## src/rtl/serial_subtract_ctrl_if.sv

```systemverilog
// Handshake and data bundle between an operand source / result consumer
// and the bit-serial subtracter controller.
interface serial_subtract_ctrl_if #(
   parameter int WIDTH = 8
);
   logic             in_valid;
   logic             in_ready;
   logic [WIDTH-1:0] a;
   logic [WIDTH-1:0] b;
   logic             bin;
   logic             out_valid;
   logic             out_ready;
   logic [WIDTH-1:0] diff;
   logic             bout;
   logic             zero;
   logic             busy;

   // Source/consumer side: drives operands and accepts results.
   modport master (
      output in_valid, a, b, bin, out_ready,
      input  in_ready, out_valid, diff, bout, zero, busy
   );

   // Subtracter side.
   modport slave (
      input  in_valid, a, b, bin, out_ready,
      output in_ready, out_valid, diff, bout, zero, busy
   );
endinterface

```

## src/rtl/serial_subtract_ctrl.sv

```systemverilog
// Bit-serial subtracter: one full-subtracter cell walks the operands LSB
// first, producing diff = a - b - bin (mod 2^WIDTH) and the MSB borrow
// after WIDTH cycles. Operand accept and result delivery use valid/ready.
module serial_subtract_ctrl #(
   parameter int WIDTH = 8
) (
   input  logic                 clk,
   input  logic                 rst_n,
   serial_subtract_ctrl_if.slave bus
);

   localparam int CW = (WIDTH > 1) ? $clog2(WIDTH) : 1;
   localparam logic [CW-1:0] LAST_BIT = CW'(WIDTH - 1);

   typedef enum logic [1:0] {
      IDLE = 2'd0,
      RUN  = 2'd1,
      DONE = 2'd2
   } state_t;

   state_t           state_q, state_d;
   logic [CW-1:0]    cnt_q, cnt_d;
   logic             br_q, br_d;
   logic [WIDTH-1:0] a_q, a_d;
   logic [WIDTH-1:0] b_q, b_d;
   // Only WIDTH-1 partial bits are held; the last bit goes straight to diff.
   logic [WIDTH-2:0] res_q, res_d;
   logic [WIDTH-1:0] diff_q, diff_d;
   logic             bout_q, bout_d;
   logic             zero_q, zero_d;

   logic             d_bit;
   logic             borrow_nx;
   logic [WIDTH-1:0] full_w;

   // Next-state, datapath shifting and result capture.
   always_comb begin
      state_d   = state_q;
      cnt_d     = cnt_q;
      br_d      = br_q;
      a_d       = a_q;
      b_d       = b_q;
      res_d     = res_q;
      diff_d    = diff_q;
      bout_d    = bout_q;
      zero_d    = zero_q;

      d_bit     = a_q[0] ^ b_q[0] ^ br_q;
      borrow_nx = (~a_q[0] & b_q[0]) | (~a_q[0] & br_q) | (b_q[0] & br_q);
      full_w    = {d_bit, res_q};

      unique case (state_q)
         IDLE: begin
            if (bus.in_valid == 1'b1) begin
               a_d     = bus.a;
               b_d     = bus.b;
               br_d    = bus.bin;
               cnt_d   = '0;
               res_d   = '0;
               state_d = RUN;
            end
         end
         RUN: begin
            a_d   = a_q >> 1;
            b_d   = b_q >> 1;
            br_d  = borrow_nx;
            res_d = full_w[WIDTH-1:1];
            cnt_d = cnt_q + CW'(1);
            if (cnt_q == LAST_BIT) begin
               // Final bit: publish the complete result in the same edge.
               cnt_d   = '0;
               diff_d  = full_w;
               bout_d  = borrow_nx;
               zero_d  = (full_w == '0);
               state_d = DONE;
            end
         end
         DONE: begin
            if (bus.out_ready == 1'b1) begin
               state_d = IDLE;
            end
         end
         default: begin
            state_d = IDLE;
         end
      endcase
   end

   // State register with synchronous active-low reset.
   always_ff @(posedge clk) begin
      if (!rst_n) begin
         state_q <= IDLE;
         cnt_q   <= '0;
         br_q    <= 1'b0;
         a_q     <= '0;
         b_q     <= '0;
         res_q   <= '0;
         diff_q  <= '0;
         bout_q  <= 1'b0;
         zero_q  <= 1'b0;
      end else begin
         state_q <= state_d;
         cnt_q   <= cnt_d;
         br_q    <= br_d;
         a_q     <= a_d;
         b_q     <= b_d;
         res_q   <= res_d;
         diff_q  <= diff_d;
         bout_q  <= bout_d;
         zero_q  <= zero_d;
      end
   end

   assign bus.in_ready  = (state_q == IDLE);
   assign bus.out_valid = (state_q == DONE);
   assign bus.busy      = (state_q != IDLE);
   assign bus.diff      = diff_q;
   assign bus.bout      = bout_q;
   assign bus.zero      = zero_q;

endmodule

```

## src/flat_wrapper.sv

```systemverilog
// flat-port wrapper written by rule: the top's interface ports become plain ports
module serial_subtract_ctrl_flat 
#(
   parameter int WIDTH = 8
)
  (clk, rst_n, bus_in_valid, bus_a, bus_b, bus_bin, bus_out_ready, bus_in_ready, bus_out_valid, bus_diff, bus_bout, bus_zero, bus_busy);
  serial_subtract_ctrl_if #(.WIDTH(WIDTH)) bus_i ();
  input  logic clk;
  input  logic rst_n;
  input wire logic [$bits(bus_i.in_valid)-1:0] bus_in_valid;
  input wire logic [$bits(bus_i.a)-1:0] bus_a;
  input wire logic [$bits(bus_i.b)-1:0] bus_b;
  input wire logic [$bits(bus_i.bin)-1:0] bus_bin;
  input wire logic [$bits(bus_i.out_ready)-1:0] bus_out_ready;
  output wire logic [$bits(bus_i.in_ready)-1:0] bus_in_ready;
  output wire logic [$bits(bus_i.out_valid)-1:0] bus_out_valid;
  output wire logic [$bits(bus_i.diff)-1:0] bus_diff;
  output wire logic [$bits(bus_i.bout)-1:0] bus_bout;
  output wire logic [$bits(bus_i.zero)-1:0] bus_zero;
  output wire logic [$bits(bus_i.busy)-1:0] bus_busy;
  assign bus_i.in_valid = bus_in_valid;
  assign bus_i.a = bus_a;
  assign bus_i.b = bus_b;
  assign bus_i.bin = bus_bin;
  assign bus_i.out_ready = bus_out_ready;
  assign bus_in_ready = bus_i.in_ready;
  assign bus_out_valid = bus_i.out_valid;
  assign bus_diff = bus_i.diff;
  assign bus_bout = bus_i.bout;
  assign bus_zero = bus_i.zero;
  assign bus_busy = bus_i.busy;
  serial_subtract_ctrl #(.WIDTH(WIDTH)) u_core (.clk(clk), .rst_n(rst_n), .bus(bus_i));
endmodule
```

## config.mk

```make
export PLATFORM = sky130hd
export DESIGN_NAME = serial_subtract_ctrl_flat
export DESIGN_NICKNAME = d
export VERILOG_FILES = /design/src/rtl/serial_subtract_ctrl_if.sv /design/src/rtl/serial_subtract_ctrl.sv /design/src/flat_wrapper.sv
export SDC_FILE = /design/constraint.sdc
export NUM_CORES = 1
export LEC_CHECK = 0
export ABC_AREA = 1
export CAP_MARGIN = 30
export CORE_ASPECT_RATIO = 1.2
export CORE_MARGIN = 4
export CORE_UTILIZATION = 47
export CTS_CLUSTER_SIZE = 20
export DETAILED_ROUTE_END_ITERATION = 8
export GPL_TIMING_DRIVEN = 1
export HOLD_SLACK_MARGIN = 0.02
export PLACE_DENSITY = 0.75
export SETUP_SLACK_MARGIN = 0.5
export SYNTH_ARGS = -nofsm -noshare
export SYNTH_HDL_FRONTEND = slang
export SYNTH_SLANG_ARGS = --single-unit
```

## constraint.sdc

```tcl
create_clock -name clk -period 1.3 [get_ports clk]
set_input_delay 0.26 -clock clk [delete_from_list [all_inputs] [get_ports clk]]
set_output_delay 0.26 -clock clk [all_outputs]
set_load 0.05 [all_outputs]
```

# [Word level (Yosys, flattened, before mapping)]
# Index checks and enable logic that the tools add are counted.
[totals] ff_bits=39 input_bits=21 out_inout_bits=13 wordCells=46
[classes] n_addsub=1 n_eq_ne=6 muxes=15 bitwise_logic=8 n_reduce_logical=7
[ops] operator="case mux 8 bit (2 select lines)" n=2
[ops] operator="2-to-1 mux 8 bit" n=2
[ops] operator="case mux 7 bit (2 select lines)" n=1
[ops] operator="logical NOT 8 bit" n=1
[ops] operator="2-to-1 mux 7 bit" n=1
[ops] operator="2-to-1 mux 2 bit" n=3
[ops] operator="2-to-1 mux 3 bit" n=2
[ops] operator="case mux 2 bit (3 select lines)" n=1
[ops] operator="case mux 3 bit (2 select lines)" n=1
[ops] operator="inequality test 2 bit, second input constant" n=2
[ops] operator="AND reduction 2 bit" n=2
[ops] operator="nonzero test 2 bit" n=2
[ops] operator="adder 3 x 1 -> 3 bit, second input constant" n=1
[ops] operator="bitwise AND 1 bit" n=3
[ops] operator="equality test 3 bit, second input constant" n=1
[ops] operator="AND reduction 3 bit" n=1
[ops] operator="equality test 2 x 1 -> 1 bit, second input constant" n=1
[ops] operator="equality test 2 bit, second input constant" n=1
[ops] operator="logical NOT 2 bit" n=1
[ops] operator="inequality test 2 x 1 -> 1 bit, second input constant" n=1
[ops] operator="bitwise OR 1 bit" n=2
[ops] operator="case mux 1 bit (2 select lines)" n=1
[ops] operator="bitwise XOR 1 bit" n=2
[ops] operator="2-to-1 mux 1 bit" n=1
[ops] operator="inverter 1 bit" n=1

# [Longest topological paths before layout]
[logic_depth] word_depth=5 mapped_depth=7 depth_no_buf=6

# [Least setup slack after synthesis]
# OpenSTA, ideal clock, no wires.
[synth_path] kind="register -> output" from="reg u_core.state_q[0]" to="out bus_busy" arrival_ns=1.676 slack_ns=-0.636 path_stages_with_launch=3 cell_sequence="dfxtp_1 nor2_1 inv_1"
[synth_between] elab_chain_len=1
[synth_rtl] element="from (decl)" line_no="serial_subtract_ctrl.sv:21" rtl="state_t state_q, state_d;"
[synth_rtl] element="from (signal assigned)" line_no="serial_subtract_ctrl.sv:102" rtl="state_q <= state_d;"
[synth_rtl] element="nonzero test 2 bit" line_no="serial_subtract_ctrl.sv:116" rtl="assign bus.busy = (state_q != IDLE);"
[synth_rtl] element="to (decl)" line_no="flat_wrapper.sv:20" rtl="output wire logic [$bits(bus_i.busy)-1:0] bus_busy;"
# No other way between the ends.

# [Worst setup path in the final report]
[layout_path] from="reg u_core.state_q[0]" to="reg u_core.b_q[5]"
[layout_between] elab_chain_len=3 elab_cells_between_ends=6 classes_between="2 x eq/ne; 1 x mux; 3 x reduce/logical"
[layout_rtl] element="equality test 2 x 1 -> 1 bit / logical NOT 2 bit (equally long branches)" line_no="serial_subtract_ctrl.sv:52" rtl="unique case (state_q)"
[layout_rtl] element="nonzero test 2 bit (no source line) / inequality test 2 bit (equally long branches)"
[layout_rtl] element="AND reduction 2 bit (no source line)"
[layout_rtl] element="to (signal assigned)" line_no="serial_subtract_ctrl.sv:96" rtl="b_q <= '0;"
[layout_rtl] element="to (signal assigned)" line_no="serial_subtract_ctrl.sv:106" rtl="b_q <= b_d;"
[layout_rtl] element="to (decl)" line_no="serial_subtract_ctrl.sv:25" rtl="logic [WIDTH-1:0] b_q, b_d;"
# Parallel ways exist; a longest one is shown, timed or not.
# A chain may end at the register's enable or synchronous reset.

==> out/metrics.cfg <==
[logic_synthesis]
ys_ff_latch=39
syn_area_um2=1900
syn_avg_cell_area_um2=7.74
syn_nets=270
yosysSeqAreaShare_pct=41.0
syn_inst=246
yosysUniqueCellTypes=25
synth.yosys.warnings=0

[sta]
relSlewSlack_pct=81.7
min_period_over_period_pct=106
hold_viol=0
worstMarginPinSlew_ps=274
maxSlewViolCount=0
skew_ps=3.92
fin_ws_ps=-81.2
rsz0062_at_grt=yes
setup_viol_count_final=23
fmax_mhz=724
hold_slack_ps=482
min_period_ps=1380

[cells_and_area]
fin_util_pct=89.3
layout-drive-gt1-share_pct=58.4
diodes=0
fin_nets=338
final_cells=369
syn_to_final_growth_pct=83.4

[min_path]
hp-start=u_core.cnt_q[0]$_SDFFE_PN0P_
worstHoldPathType=flip-flop to flip-flop
hold_path_depth=1
min_to=u_core.cnt_q[0]$_SDFFE_PN0P_

[drt]
vias=1996
wl_per_cell_um=18.7
drc_errors=0
firstDrtPassIters=5
viasPerCell=5.41
wl_um=6910
drt_iter0_markers=96
ant_nets=0

[setup_path]
cp_top_family=buffers and inverters
regToRegStartpoint=u_core.state_q[0]$_SDFFE_PN0P_
cpMaxStageDelayCell=dfxtp_4
critPathBufInv=5
startpoint_type=flip-flop
crit_type=flip-flop to flip-flop
worst-path-max-fanout=8
r2r_slack_ps=-80
cp-end-kind=flip-flop
crit_path_cell_trace=buf_6 -> inv_4 -> nor2_4 -> buf_6 -> buf_12 -> nand2_4 -> nand3_2 -> nand2_1 -> inv_1
cpPeakStageDelay_ps=400
cp.required_ps=1550
r2r_cells=9
r2r-end=u_core.b_q[5]$_SDFFE_PN0P_
cp.arrival_ps=1630
path_common_cell=buf_6

[clock_network]
numCtsBuffers=5
htree_levels=2
clock_path_buffers=2
clock_sinks=39
clk_pin_slew_ps=80
insertion_delay_ps=300
cts-root-buf=clkbuf_8
cts_tree=done

[global_route]
antenna_found_initial=0
grt_pass1_wl_um=7600
grt.total_usage_pct=19.1
grt_max_degree=20
grt_pass1_vias=1642
grt-ovfl-total=0

[power_and_ir_drop]
p_total_w=0.00316
powerDensity_nw_per_um2=906
ir_worst_vdd_mv=0.880
leakagePower_nw=1.49

[placed_design]
dpl.cell_count=335
detailed_place_hpwl_um=2880
portBuffers=33
place.gp.congestion=0.830

[floorplan]
die-area_um2=5140
std_cell_rows=25
dieHeight_um=77.7
core_area_um2=3910
ios=34
initial_core_util_pct=48.7
die_w_um=66.1

[status]
violations=setup timing
outcome=finished, violations left

[job]
maxCapViolCount=0

==> Yosys cell counts, drive strengths merged <==
library cell | count | share of area [%]
a211oi | 1 | 0.39
a21oi | 33 | 11
a31oi | 1 | 0.33
buf | 13 | 6.6
clkbuf | 2 | 0.39
clkinv | 1 | 0.20
dfxtp | 39 | 41
fa | 1 | 1.1
ha | 2 | 1.3
inv | 32 | 6.3
nand2 | 56 | 12
nand3 | 53 | 17
nor2 | 10 | 2.4
o21a | 1 | 0.39
o21ai | 1 | 0.26
==> how the worst max path moves through the flow <==
stage	start	endpoint	slack, ps	depth (start not counted)
6_report	u_core.state_q[0]$_SDFFE_PN0P_	u_core.b_q[5]$_SDFFE_PN0P_	-80	9
5_1_grt	u_core.state_q[0]$_SDFFE_PN0P_	u_core.b_q[5]$_SDFFE_PN0P_	-140	9
4_1_cts	u_core.b_q[0]$_SDFFE_PN0P_	u_core.bus.zero$_SDFFE_PN0P_	-20	5
3_5_place_dp	bus_in_valid	u_core.br_q$_SDFFE_PN0P_	-160	5
3_3_place_gp	bus_in_valid	u_core.b_q[0]$_SDFFE_PN0P_	-100	5
2_1_floorplan	u_core.state_q[1]$_SDFFE_PN0P_	bus_busy	30	2
==> cell families (layout without fill, tap and decap cells) <==
kind of cell / after synthesis / in the layout / share of synthesized area [%]
AO/OA/AOI/OAI: 37 / 37 / 12.0
adder cells (fa/ha/maj): 3 / 3 / 2.37
buffers and inverters: 48 / 117 / 13.5
flip-flops: 39 / 39 / 41.0
AND/OR/NAND/NOR: 119 / 119 / 31.0
==> cells in the final DEF (no fill, tap or decap) <==
master,Yosys,layout
clkinv_1,1,1
nor2_1,9,4
inv_6,0,1
nand3_4,0,3
clkinv_4,0,1
nor2_4,1,4
nand2_4,2,24
a31oi_4,0,1
inv_4,0,1
nand2_8,0,1
nand3_1,43,17
clkinv_2,0,1
nand2_2,2,1
dfxtp_1,39,22
clkbuf_16,0,5
nand3_2,10,33
a21oi_1,23,8
buf_12,1,20
buf_8,1,1
nand2_1,52,30
buf_16,0,3
clkbuf_8,0,5
ha_4,0,2
nor2_2,0,2
fa_2,0,1
a21oi_2,10,25
o21a_1,1,1
inv_2,2,2
dfxtp_2,0,15
dfxtp_4,0,2
buf_6,5,10
inv_1,30,28
buf_4,2,18
a211oi_2,0,1
clkdlybuf4s50_1,0,20
o21ai_2,0,1
==> sequential cells by signal, indices dropped and copies added (netlist names) <==
name             flops
u_core.br_q          1
u_core.bus.diff      8
u_core.bus.bout      1
u_core.b_q           8
u_core.a_q           8
u_core.bus.zero      1
u_core.cnt_q         3
u_core.state_q       2
u_core.res_q         7
==> power breakdown <==
| part | leakage [nW] | internal, W | switching, W |
|---|---|---|---|
| Combinational | 1.11 | 0.000453 | 0.000443 |
| Sequential | 0.326 | 0.00125 | 0.0000541 |
| Clock | 0.0563 | 0.000494 | 0.000471 |
==> through the flow <==
step / setup TNS [ps] / worst slack [ps] / area (µm²)
4_1_cts: -89.8 / -18.1 / 2870
2_1_floorplan: 0 / 28.9 / 2010
3_3_place_gp: -1580 / -96.0 / 2560
3_5_place_dp: -2190 / -157 / 2560
6_report: -708 / -81.2 / 3490
5_1_grt: -2330 / -142 / 3490
==> worst register-to-register path, stage by stage (launching register included) <==
cell and delay, ps:
dfxtp_4 400, buf_6 130, inv_4 40, nor2_4 200
buf_6 140, buf_12 140, nand2_4 50, nand3_2 70
nand2_1 90, inv_1 80
==> routing by layer <==
layer | wire length [µm] | track usage, % | share of wire, %
met3 | 290 | 4.78 | 4.2
met1 | 2730 | 21.7 | 40
met2 | 3580 | 34.0 | 52
met5 | 0 | 0 | 0
met4 | 310 | 6.71 | 4.5
==> timing repair <==
| action | CTS | global route |
|---|---|---|
| cloned | 3 | 4 |
| pin swaps | 3 | 30 |
| setup buffers | 9 | 10 |
| hold buffers | 0 | 0 |
| gates resized for setup | 12 | 105 |
| endpoints found under the setup margin | 52 | 52 |
==> area by class of cell <==
class | count | area, µm²
clock inverters | 2 | 13.8
fillers | 164 | 419
clock buffers | 6 | 93.8
well taps | 54 | 67.6
flip-flops and latches | 39 | 807
multi-input cells | 159 | 1330
inverters | 33 | 131
repair buffers | 76 | 1050
(Power assumes the default switching activity.)
